File: src/rtl/gpio_in_capture.sv
// gpio_in_capture: pad-side synchroniser, per-bit edge/level event detection and sticky interrupt status.
// Define GPIO_DEBOUNCE_EN to insert a per-bit stability filter (DEB_CYCLES) after the synchroniser.
module gpio_in_capture #(
    parameter int unsigned DATA_WIDTH  = 16,
    parameter int unsigned SYNC_STAGES = 2,
    parameter int unsigned DEB_CYCLES  = 4
) (
    input  logic                  pclk,
    input  logic                  p_reset,
    input  logic [DATA_WIDTH-1:0] gpio_pin_in,
    input  logic [DATA_WIDTH-1:0] n_gpio_pin_oe,
    input  logic [DATA_WIDTH-1:0] int_en,
    input  logic [DATA_WIDTH-1:0] int_type,
    input  logic [DATA_WIDTH-1:0] int_pol,
    input  logic                  clr_valid,
    input  logic [DATA_WIDTH-1:0] clr_mask,
    output logic [DATA_WIDTH-1:0] gpio_in_sync,
    output logic [DATA_WIDTH-1:0] int_status,
    output logic                  gpio_int
);

`ifdef GPIO_DEBOUNCE_EN
    localparam int unsigned FLUSH_CYCLES = SYNC_STAGES + 1 + DEB_CYCLES;
`else
    localparam int unsigned FLUSH_CYCLES = SYNC_STAGES + 1;
`endif
    // Counter sized for the longest flush either build can need.
    localparam int unsigned FCW = $clog2(SYNC_STAGES + DEB_CYCLES + 2);

    typedef enum logic {
        FLUSH,
        ACTIVE
    } arm_state_e;

    logic [SYNC_STAGES-1:0][DATA_WIDTH-1:0] sync_q, sync_d;
    logic [DATA_WIDTH-1:0] sync_raw;
    logic [DATA_WIDTH-1:0] filt;
    logic [DATA_WIDTH-1:0] prev_q, prev_d;
    logic [DATA_WIDTH-1:0] status_q, status_d;
    logic                  int_q, int_d;
    arm_state_e            arm_state_q, arm_state_d;
    logic [FCW-1:0]        flush_cnt_q, flush_cnt_d;

    logic [DATA_WIDTH-1:0] rise, fall, edge_hit, level_hit, evt, clr;
    logic                  armed;

    always_comb begin
        sync_d   = {sync_q[SYNC_STAGES-2:0], gpio_pin_in};
        sync_raw = sync_q[SYNC_STAGES-1];
    end

    always_ff @(posedge pclk) begin
        if (p_reset) begin
            sync_q <= '0;
        end else begin
            sync_q <= sync_d;
        end
    end

`ifdef GPIO_DEBOUNCE_EN
    logic [DATA_WIDTH-1:0][3:0] deb_cnt_q, deb_cnt_d;
    logic [DATA_WIDTH-1:0]      filt_q, filt_d;

    // Any sample equal to the filtered value restarts the stability count.
    always_comb begin
        deb_cnt_d = deb_cnt_q;
        filt_d    = filt_q;
        for (int unsigned i = 0; i < DATA_WIDTH; i++) begin
            if (sync_raw[i] == filt_q[i]) begin
                deb_cnt_d[i] = '0;
            end else if (deb_cnt_q[i] == 4'(DEB_CYCLES - 1)) begin
                filt_d[i]    = sync_raw[i];
                deb_cnt_d[i] = '0;
            end else begin
                deb_cnt_d[i] = deb_cnt_q[i] + 4'd1;
            end
        end
    end

    always_ff @(posedge pclk) begin
        if (p_reset) begin
            deb_cnt_q <= '0;
            filt_q    <= '0;
        end else begin
            deb_cnt_q <= deb_cnt_d;
            filt_q    <= filt_d;
        end
    end

    always_comb filt = filt_q;
`else
    always_comb filt = sync_raw;
`endif

    always_comb begin
        arm_state_d = arm_state_q;
        flush_cnt_d = flush_cnt_q;
        unique case (arm_state_q)
            FLUSH: begin
                if (flush_cnt_q == FCW'(FLUSH_CYCLES - 1)) begin
                    arm_state_d = ACTIVE;
                    flush_cnt_d = '0;
                end else begin
                    flush_cnt_d = flush_cnt_q + FCW'(1);
                end
            end
            ACTIVE: begin
                arm_state_d = ACTIVE;
            end
        endcase
    end

    always_ff @(posedge pclk) begin
        if (p_reset) begin
            arm_state_q <= FLUSH;
            flush_cnt_q <= '0;
        end else begin
            arm_state_q <= arm_state_d;
            flush_cnt_q <= flush_cnt_d;
        end
    end

    // prev follows the filtered value even for self-driven pins, so re-enabling capture cannot fake an edge.
    always_comb begin
        armed     = (arm_state_q == ACTIVE);
        rise      = filt & ~prev_q;
        fall      = ~filt & prev_q;
        edge_hit  = (int_pol & rise) | (~int_pol & fall);
        level_hit = (int_pol & filt) | (~int_pol & ~filt);
        evt       = ((int_type & edge_hit) | (~int_type & level_hit))
                    & n_gpio_pin_oe & {DATA_WIDTH{armed}};
        clr       = clr_valid ? clr_mask : '0;
        status_d  = (status_q & ~clr) | evt;
        int_d     = |(status_q & int_en);
        prev_d    = filt;
    end

    always_ff @(posedge pclk) begin
        if (p_reset) begin
            prev_q   <= '0;
            status_q <= '0;
            int_q    <= 1'b0;
        end else begin
            prev_q   <= prev_d;
            status_q <= status_d;
            int_q    <= int_d;
        end
    end

    assign gpio_in_sync = filt;
    assign int_status   = status_q;
    assign gpio_int     = int_q;

endmodule

File: config.mk
export PLATFORM = sky130hd
export DESIGN_NAME = gpio_in_capture
export DESIGN_NICKNAME = d
export VERILOG_FILES = /design/src/rtl/gpio_in_capture.sv
export SDC_FILE = /design/constraint.sdc
export NUM_CORES = 1
export LEC_CHECK = 0
export CORE_MARGIN = 2
export CORE_UTILIZATION = 40
export CTS_CLUSTER_DIAMETER = 80
export DETAILED_ROUTE_END_ITERATION = 10
export GPL_ROUTABILITY_DRIVEN = 0
export PLACE_DENSITY_LB_ADDON = 0.08
export SYNTH_ARGS = -nofsm -noshare
export SYNTH_HDL_FRONTEND = slang
export SYNTH_SLANG_ARGS = --single-unit
File: constraint.sdc
create_clock -name pclk -period 1.15 [get_ports pclk]
set_input_delay 0.115 -clock pclk [delete_from_list [all_inputs] [get_ports pclk]]
set_output_delay 0.115 -clock pclk [all_outputs]
set_load 0.1 [all_outputs]
==> out/summary.txt <==
port bufs -> 131
worst setup margin -> 0.0170 ns
max-slew violations -> 0
YS warnings -> 0
detailed-route wire length -> 6600 um
Arr. time, crit path -> 1.32 ns
clk buf depth -> 2
commonest cells after routing, fill and taps aside -> 97 x clkdlybuf4s50_1, 49 x nor2b_1, 38 x buf_12
Max Clock Skew -> 0.00862 ns
vias per cell -> 4.64
final std cells w/o fill -> 488
Yosys reg bits -> 69
Root Driver -> clkbuf_8
Die ar. -> 0.00736 sq mm
post-CTS setup buffer count -> 0
PD cells -> 1220 mW/mm^2
commonest non-fill, non-tap cell in the layout -> clkdlybuf4s50_1
Setup Crit Path Kind -> reg -> reg
GR Util All Layers -> 18.6%
ratio of cells with drive above 1 in the final layout -> 29.7%
critical path, cell by cell -> a22o_1 -> a221oi_2 -> and3_1 -> a31oi_1
largest net degree at the start of global routing -> 20
Hold Violations, Final -> 0
RSZ-0062 raised after global routing -> true
Die Span Y -> 85.8 um
worst hold-check path type -> in -> reg
pre-CTS WS -> -0.181 ns
Die W -> 85.8 um
Mapped Cells -> 264
grt ovf -> 0
first-pass iteration count of the detailed router -> 8
highest cell delay on the worst timing path -> 0.34 ns
Yosys top cell by area -> dfxtp_1
Cell variety after synth -> 23
Seq/Total Area, Yosys -> 51.6%
Clock Latency Late Sink -> 0.33 ns
Crit path required time -> 1.34 ns
initial drt markers -> 70
number of fill cells -> 475
syn_area_per_cell -> 10.1 sq um
synthesized net count -> 363
CP max-delay cell -> dfxtp_4
WL/cell -> 13.5 um
Startpoint Class -> register
initial antenna violation count -> 0
Design Power -> 5.77 mW
crit-path max FO -> 2
top cells by area, synth -> dfxtp_1 52%, nor2b_1 11%, a211oi_2 7.5%
fmax -> 883 MHz
CTS sink count -> 69
CTS Buf Count -> 9
Initial Util -> 41.7%
period utilisation layout -> 98.5%
vias in the first global route -> 2254
DRC violations left -> 10
hpwl dp -> 5200 um
CTS tree -> yes
antenna fix cells -> 0
failing checks -> design-rule violations
final worst path period need -> 1.13 ns
Detail Route Antenna Nets -> 0
num rows -> 29
Vias -> 2264
final-stage net count -> 505
CTS resizes -> 0
Final setup viols -> 0
max cap viols -> 0
Crit. End Element -> register
first-pass GRT wire length -> 10600 um
placed insts -> 472
Placeable Area -> 0.00642 sq mm
static leakage -> 1.77 nW
status -> finished with violations
CTS clk-pin slew, worst paths -> 0.07 ns
VDD IR max -> 960 uV
top cell type's share of synthesized area -> 51.6%
Setup TNS -> 0 ns
H-Tree Depth -> 3
Tightest Pin Transition -> 0.435 ns
# IOs -> 132
synthesized cell area -> 0.00268 sq mm
slew margin rel. -> 71.0%
Layout area overhead -> 77.3%
[registers in the layout (all words and copies together) (netlist names)]
name and flops:
gpio_in_sync 16, gpio_int 1, flush_cnt_q 3, int_status 16, prev_q 16, arm_state_q 1, sync_d 16
[critical path, delay by kind of cell (launching register included)]
family	cells	cell delay, ns
simple gates	1	0.21
compound gates	3	0.45
flops	1	0.34
[metrics by stage]
stage	util (%)	instance area (sq um)	hold WS (ns)
4_1_cts	73.8	4740	0.207
6_report	73.8	4740	0.216
5_1_grt	73.8	4740	0.231
3_3_place_gp	71.3	4580	0.415
3_5_place_dp	71.3	4580	0.423
2_1_floorplan	-	2760	0.243
[where the power goes]
group          switching [mW]  internal [mW]  total (mW)
sequential              0.127           2.51        2.64
combinational           0.756          0.747        1.50
clock                   0.800          0.827        1.63
[area by class of cell]
cell class / instances / area (sq um) / share of cell area (%)
repair buffers: 142 / 1780 / 37.6
flip-flops and latches: 69 / 1460 / 30.9
multi-input cells: 182 / 1230 / 26.0
clock buffers: 13 / 149 / 3.14
well taps: 77 / 96.3 / 2.03
clock inverters: 3 / 12.5 / 0.264
inverters: 2 / 7.51 / 0.158
[timing repair]
item	CTS	global route
endpoints found under the hold margin	0	0
setup endpoints to repair	0	1
hold buffers	0	0
[layer usage]
metal  wire length, um  GRT usage, %  vias up
li1                  -             -     1153
met1              2770          22.9     1025
met2              3240          31.3       74
met3               454          4.14       12
met4               133          7.94        0
met5                 0             0        -
[synth_stat cells, drive strengths merged]
cell type,number
a211oi,16
a21oi,19
a221oi,3
a22o,3
a22oi,2
a311oi,1
a31oi,1
and3,1
buf,7
clkbuf,4
dfxtp,69
inv,2
nand2,33
nand3,1
nor2,19
nor2b,49
nor3,1
xnor2,16
xor2,17
[cells by family (layout without fill, tap and decap cells)]
family	Yosys count	after routing	synth area share (%)
AO/OA/AOI/OAI	45	45	14.4
buffers and inverters	13	160	2.34
flip-flops	69	69	51.6
XOR/XNOR	33	33	10.8
AND/OR/NAND/NOR	104	104	20.9
[worst paths after layout]
path	start	end	slack (ns)	cells past startpoint
worst max-delay path	int_status[6]	gpio_int	0.02	4
worst min register to register	sync_d[22]	gpio_in_sync[6]	0.43	1
worst min-delay path	p_reset	int_status[8]	0.22	2
worst max register to register	int_status[6]	gpio_int	0.02	4
Note: power is estimated with default switching activity, not from simulation.
